<file path="config.mk">
export PLATFORM = sky130hd
export DESIGN_NAME = reg_dump_reader
export DESIGN_NICKNAME = d
export VERILOG_FILES = /design/src/rtl/reg_dump_reader.sv
export SDC_FILE = /design/constraint.sdc
export NUM_CORES = 1
export LEC_CHECK = 0
export ABC_CLOCK_PERIOD_IN_PS = 1700
export BUFFER_PORTS_ARGS = -buffer_cell sky130_fd_sc_hd__buf_2
export CAP_MARGIN = 25
export CORE_MARGIN = 5
export CORE_UTILIZATION = 48
export DETAILED_ROUTE_END_ITERATION = 10
export PLACE_DENSITY = 0.86
export SYNTH_ARGS = -nofsm -noshare
export SYNTH_HDL_FRONTEND = slang
export SYNTH_SLANG_ARGS = --single-unit
</file>
<file path="constraint.sdc">
create_clock -name Clock -period 1.7 [get_ports Clock]
set_input_delay 0.34 -clock Clock [delete_from_list [all_inputs] [get_ports Clock]]
set_output_delay 0.34 -clock Clock [all_outputs]
set_load 0.03 [all_outputs]
</file>
<file path="src/rtl/reg_dump_reader.sv">
// Walks the register file through a spare read port and streams each
// (index, value) pair out over a valid/ready handshake for post-mortem dumps.
module reg_dump_reader #(
    parameter int NUM_REGS  = 32,
    parameter int ADDR_W    = 5,
    parameter int DATA_W    = 32,
    parameter int SKIP_ZERO = 0
) (
    input  logic              Clock,
    input  logic              Clear_n,
    input  logic              Start,
    input  logic              Abort,
    output logic [ADDR_W-1:0] RdAddr,
    input  logic [DATA_W-1:0] RdData,
    output logic              OutValid,
    input  logic              OutReady,
    output logic [ADDR_W-1:0] OutIndex,
    output logic [DATA_W-1:0] OutData,
    output logic              Busy,
    output logic              Done
);

    typedef enum logic [1:0] {
        ST_IDLE = 2'd0,
        ST_READ = 2'd1,
        ST_SEND = 2'd2,
        ST_DONE = 2'd3
    } state_t;

    localparam logic [ADDR_W-1:0] LAST_IDX  = ADDR_W'(NUM_REGS - 1);
    localparam logic [ADDR_W-1:0] FIRST_IDX = (SKIP_ZERO != 0) ? ADDR_W'(1) : ADDR_W'(0);
    localparam logic [ADDR_W-1:0] ONE_IDX   = ADDR_W'(1);

    state_t              state_reg, state_next;
    logic [ADDR_W-1:0]   idx_reg, idx_next;
    logic [ADDR_W-1:0]   rd_addr_reg, rd_addr_next;
    logic                out_valid_reg, out_valid_next;
    logic [ADDR_W-1:0]   out_index_reg, out_index_next;
    logic [DATA_W-1:0]   out_data_reg, out_data_next;
    logic                busy_reg, busy_next;
    logic                done_reg, done_next;
    logic                handshake;

    assign handshake = out_valid_reg & OutReady;

    always_ff @(posedge Clock or negedge Clear_n) begin
        if (!Clear_n) begin
            state_reg     <= ST_IDLE;
            idx_reg       <= '0;
            rd_addr_reg   <= '0;
            out_valid_reg <= 1'b0;
            out_index_reg <= '0;
            out_data_reg  <= '0;
            busy_reg      <= 1'b0;
            done_reg      <= 1'b0;
        end else begin
            state_reg     <= state_next;
            idx_reg       <= idx_next;
            rd_addr_reg   <= rd_addr_next;
            out_valid_reg <= out_valid_next;
            out_index_reg <= out_index_next;
            out_data_reg  <= out_data_next;
            busy_reg      <= busy_next;
            done_reg      <= done_next;
        end
    end

    always_comb begin
        state_next     = state_reg;
        idx_next       = idx_reg;
        out_valid_next = out_valid_reg;
        out_index_next = out_index_reg;
        out_data_next  = out_data_reg;

        case (state_reg)
            ST_IDLE: begin
                out_valid_next = 1'b0;
                if (Start) begin
                    idx_next   = FIRST_IDX;
                    state_next = ST_READ;
                end
            end
            ST_READ: begin
                if (Abort) begin
                    out_valid_next = 1'b0;
                    state_next     = ST_IDLE;
                end else begin
                    out_data_next  = RdData;
                    out_index_next = idx_reg;
                    out_valid_next = 1'b1;
                    state_next     = ST_SEND;
                end
            end
            ST_SEND: begin
                // A word accepted on the abort edge is still delivered; only the walk stops.
                if (Abort) begin
                    out_valid_next = 1'b0;
                    state_next     = ST_IDLE;
                end else if (handshake) begin
                    out_valid_next = 1'b0;
                    if (idx_reg == LAST_IDX) begin
                        state_next = ST_DONE;
                    end else begin
                        idx_next   = idx_reg + ONE_IDX;
                        state_next = ST_READ;
                    end
                end
            end
            ST_DONE: begin
                out_valid_next = 1'b0;
                state_next     = ST_IDLE;
            end
            default: begin
                out_valid_next = 1'b0;
                state_next     = ST_IDLE;
            end
        endcase

        // Registered outputs are derived from the state being entered so they line up with it.
        rd_addr_next = (state_next == ST_READ) ? idx_next : '0;
        busy_next    = (state_next != ST_IDLE);
        done_next    = (state_next == ST_DONE);
    end

    assign RdAddr   = rd_addr_reg;
    assign OutValid = out_valid_reg;
    assign OutIndex = out_index_reg;
    assign OutData  = out_data_reg;
    assign Busy     = busy_reg;
    assign Done     = done_reg;

endmodule
</file>
======== Word-level counts from Yosys, hierarchy flattened ========
Index checks and enable logic that the tools add are counted.
operators by class
  reduce and logical (&&, ||, !) cells .... 4
  div/mod/pow operators ................... 0
  $mul .................................... 0
  magnitude comparators ................... 0
  multiplexer cells ....................... 16
  equal/unequal tests ..................... 7
  bitwise operators ....................... 2
  shift-type cells ........................ 0
  add/subtract/negate cells ............... 1
operators with widths
  cell                                                 count
  2-to-1 mux 5 bit                                     5
  2-to-1 mux 2 bit                                     5
  case mux 5 bit (2 select lines)                      1
  case mux 2 bit (4 select lines)                      1
  equality test 2 bit, second input constant           3
  adder 5 x 1 -> 5 bit, second input constant          1
  equality test 5 bit, second input constant           1
  equality test 2 x 1 -> 1 bit, second input constant  2
  2-to-1 mux 1 bit                                     3
  != test 3 bit, second input constant                 1
  case mux 1 bit (3 select lines)                      1
  logical NOT 2 bit                                    1
  AND reduction 2 bit                                  1
  nonzero test 2 bit                                   1
  OR reduction 2 bit                                   1
  bitwise AND 1 bit                                    1
  NOT 1 bit                                            1
storage, ports and cells
  bits in read-only memories .............. 0
  latch bits .............................. 0
  output and inout bits ................... 45
  logic and storage cells ................. 38
  memory bits (writable) .................. 0
  flip-flop bits (word level) ............. 52
  memories ................................ 0

======== Longest topological paths before layout ========
  depth in word-level cells ............... 7
  gate-level depth with buffers ........... 5

======== Worst setup path after synthesis ========
Ideal clock, no wire load.
  kind .................................... flip-flop to flip-flop
  start point ............................. reg out_valid_reg (netlist: OutValid)
  end point ............................... reg idx_reg[0]
  slack ................................... 160 ps
  period minus slack after synthesis ...... 1540 ps
  data required time ...................... 1579 ps
  cell stages (with the launch flop) ...... 6
  arrival time ............................ 1419 ps
  cell sequence ........................... dfrtp_1 and3b_1 clkbuf_2 nand2_1 mux2_2 a22o_1
between the ends
  cells in the longest elaborated chain, start to end .. 4
ends and longest elaborated chain
  item                             line  text
  from (decl)                      37    logic out_valid_reg, out_valid_next;
  from (signal assigned)           60    out_valid_reg <= out_valid_next;
  bitwise AND 1 bit                44    assign handshake = out_valid_reg & OutReady;
  2-to-1 mux 5 bit                 99    end else if (handshake) begin
  2-to-1 mux 5 bit                 96    if (Abort) begin
  case mux 5 bit (2 select lines)  75    case (state_reg)
  via idx_next[0]                  35    logic [ADDR_W-1:0] idx_reg, idx_next;
  to (signal assigned)             58    idx_reg <= idx_next;
  to (decl)                        35
The timed path passes the listed nets, and every way through them passes these cells.
A chain may end at the register's enable or synchronous reset.

======== Worst setup path after layout ========
  start point ............................. reg idx_reg[1]
  end point ............................... reg idx_reg[0]
between the ends
  cells in the longest elaborated chain, start to end .. 5
ends and longest elaborated chain
  item                             line  text
  equality test 5 bit              101   if (idx_reg == LAST_IDX) begin
  2-to-1 mux 5 bit                 101
  2-to-1 mux 5 bit                 99
  2-to-1 mux 5 bit                 96
  case mux 5 bit (2 select lines)  75
  via idx_next[0]                  35
The timed path passes the listed nets, and every way through them passes these cells.

==> flow_summary.json <==
{
  "max_ffs_per_register": 32,
  "vias_per_cell": 4.99,
  "setup_violations": 0,
  "run_status": "complete, no violations",
  "synthAdderAreaFrac_pct": 0.605,
  "floorplan.die.height_um": 75.6,
  "placeableCoreArea_mm2": 0.00409,
  "critical-path-top-delay-family": "flip-flops",
  "syn-cell-area_mm2": 0.00207,
  "final-hold-violation-count": 0,
  "synthMuxAreaShare_pct": 20.7,
  "net-switching-power_mw": 1.38,
  "crit_slowest_cell": "dfrtp_1",
  "post_cts_resize_count": 0,
  "share_of_yosys_cell_area_claimed_by_the_top_area_cell_type_pct": 62.9,
  "post-place-cells": 275,
  "seq_power_share_pct": 43.2,
  "drt_pass_1_iters": 6,
  "hold_class": "in2reg",
  "remaining_drc_errors": 0,
  "grt_pass1_wl_um": 6680,
  "finalWirelength_um": 4180,
  "synth_warn": 0,
  "crit_path_max_fanout": 5,
  "pwr-share-clk_pct": 21.4,
  "h-tree-depth": 2,
  "yosys.area_share.xor_xnor_pct": 0,
  "syn_to_final_growth_pct": 30.6,
  "finalNonFillerCells": 285,
  "synth.avg_cell_area_um2": 14.4,
  "final.setup.tns_ns": 0,
  "share_of_the_synthesized_area_in_compound_gates_ao_oa_aoi_oai_pct": 6.11,
  "effective_utilization_at_floorplan_pct": 50.6,
  "worst_slack_ns": 0.0826,
  "synth_top_family_by_area": "multiplexers",
  "count_of_buffer_and_inverter_cells_on_the_critical_path": 0,
  "report.final.slew_viol_count": 0,
  "critical_path_class": "reg2reg",
  "static-leakage-power_nw": 1.36,
  "timing.critical_path.to_type": "flop",
  "number_of_vias_in_the_routed_layout": 1421,
  "root_buffer": "clkbuf_8",
  "maxSlewHeadroom_pct": 67.3,
  "timing.clock.skew_ns": 0.00544,
  "final_nets": 272,
  "antenna_cells_inserted": 0,
  "fillerInstances": 307,
  "worstPathCellList": "ha_1 > nand4_1 > nand2_1 > mux2_2 > a22o_1",
  "synth_sequential_area_ratio_pct": 62.9,
  "port-buffer-count": 81,
  "worstSkewPairLatency_ns": 0.30,
  "antenna_found_initial": 0,
  "power_density_mw_per_mm2": 1410,
  "power.total_mw": 3.82,
  "p_sw_share_pct": 36.1,
  "unrepaired_setup_endpoints_after_global_routing": "false",
  "comb_power_share_pct": 35.4,
  "drt_iter0_markers": 32,
  "grt_start_max_net_pins": 33,
  "setup.worst_path.start_class": "flop",
  "cp.required_ns": 1.89,
  "grt.total_usage_pct": 15.6,
  "globalRoute.totalOverflow": 0,
  "cells_taking_the_most_area_after_synthesis": "dfrtp_1 63%, mux2_2 21%, a21oi_1 1.5%",
  "place.gp.congestion": 0.772,
  "post-place-ws_ns": 0.105,
  "min_period_over_period_pct": 95.1,
  "rows": 23,
  "share_of_post_route_cells_with_drive_strength_above_1_pct": 58.7,
  "io-pin-count": 82,
  "synth_largest_area_cell": "dfrtp_1",
  "final.hold.worst_slack_ns": 0.257,
  "max_freq_ghz": 0.618,
  "post-route-min-period_ns": 1.62,
  "tritoncts": "built",
  "yosys_register_bits": 52,
  "cp.arrival_ns": 1.81,
  "numClockSinks": 52,
  "crit_path_max_incr_delay_ns": 0.41,
  "vdd.ir_drop.worst_mv": 0.473,
  "detailed_place_hpwl_um": 3170,
  "cap_violations": 0,
  "worst_setup_hold_path_clk_slew_ns": 0.09,
  "drtAntennaViolNets": 0,
  "worstMarginPinSlew_ns": 0.490,
  "routedWlPerCell_um": 14.7,
  "cts_buffers": 5,
  "yosys.area_share.simple_pct": 7.38,
  "internal_power_mw": 2.44,
  "synthCells": 144,
  "first_global_vias": 1474,
  "clk_path_buf_depth": 2,
  "dieArea_mm2": 0.00572,
  "synth.lib_cells_used.distinct": 31,
  "die_span_x_um": 75.6,
  "synthesized_netlist_net_count": 182
}
-- final cells by class --
class                      count  area [µm²]  area share [%]
clock buffer                   6        72.6            2.69
clock inverter                 2        35.0            1.30
inverter                       1        3.75           0.139
multi-input combinational     84         724            26.8
sequential                    52        1300            48.2
tap                           50        62.6            2.32
timing repair buffer          90         500            18.5
-- through the flow --
| step | utilization, % | cell area, µm² |
|---|---|---|
| global placement | 63.0 | 2570 |
| CTS | 65.9 | 2690 |
| finish | 66.1 | 2700 |
| floorplan | - | 2070 |
| global route | 66.1 | 2700 |
| detailed placement | 63.0 | 2570 |
-- cells in the final DEF, fill, tap and decap left out --
cell type / n
and3b_1: 1
a41oi_1: 1
dfrtp_1: 52
and3_1: 1
nand2_1: 4
buf_2: 81
a22o_1: 2
and2_1: 4
buf_12: 2
clkinv_2: 1
nor2_1: 3
nor4_1: 1
clkbuf_1: 1
bufinv_16: 1
a31oi_1: 2
nor2b_1: 2
buf_4: 6
dlygate4sd3_1: 1
clkbuf_8: 5
nand3b_1: 1
inv_1: 1
nand2b_1: 4
a21oi_1: 6
o21ai_0: 2
nand3_1: 1
a41o_1: 1
o21a_1: 1
nor2_4: 1
a211oi_2: 1
mux2_2: 38
o2bb2ai_1: 1
ha_1: 1
or2_2: 1
nand4_1: 2
nor3_1: 1
a31o_2: 1
-- per-layer routing --
metal / up-vias / GRT usage, % / wire [µm]
met2: 56 / 26.5 / 1960
met1: 665 / 18.8 / 1720
li1: 691 / - / -
met4: 0 / 5.05 / 50
met5: - / 0 / 0
met3: 9 / 5.01 / 446
-- power groups by stage --
stage	clock [mW]	sequential [mW]	combinational, mW
global route	0.902	1.68	1.45
global placement	0	1.66	1.34
finish	0.817	1.65	1.35
detailed placement	0	1.67	1.37
floorplan	0	2.25	0.340
CTS	0.848	1.65	1.37
-- final timing paths --
kind / slack, ns / cells after the start / start / endpoint
min in group asynchronous: 0.54 / 2 / Clear_n / OutData[7]$_DFFE_PN0P_
min reg2reg: 0.51 / 1 / OutData[22]$_DFFE_PN0P_ / OutData[22]$_DFFE_PN0P_
max: 0.08 / 5 / idx_reg[1]$_DFF_PN0_ / idx_reg[0]$_DFF_PN0_
max reg2reg: 0.08 / 5 / idx_reg[1]$_DFF_PN0_ / idx_reg[0]$_DFF_PN0_
min: 0.26 / 2 / Abort / OutValid$_DFFE_PN0P_
max in group asynchronous: 0.63 / 3 / Clear_n / idx_reg[0]$_DFF_PN0_
-- what timing repair did --
action                                 4_1_cts  5_1_grt
setup endpoints to repair                    0        1
hold buffers                                 1        0
setup buffers                                0        1
endpoints found under the hold margin        8        0
-- logic make-up after synthesis --
logic type,Yosys count
AOI/OAI and AO/OA,18
adders and majority gates,1
buffers and inverters,8
DFF,52
muxes,38
and+or+nand+nor,27
-- cells in the mapped netlist (all sizes together) --
library cell	instances
a211oi	1
a21oi	6
a22o	2
a31o	1
a31oi	2
a41o	1
a41oi	1
and2	4
and3	1
and3b	1
buf	4
clkbuf	3
dfrtp	52
ha	1
inv	1
mux2	38
nand2	4
nand2b	4
nand3	1
nand3b	1
nand4	2
nor2	4
nor2b	2
nor3	1
nor4	1
o21a	1
o21ai	2
o2bb2ai	1
or2	1
No activity file was read; power rests on OpenSTA's default activity.
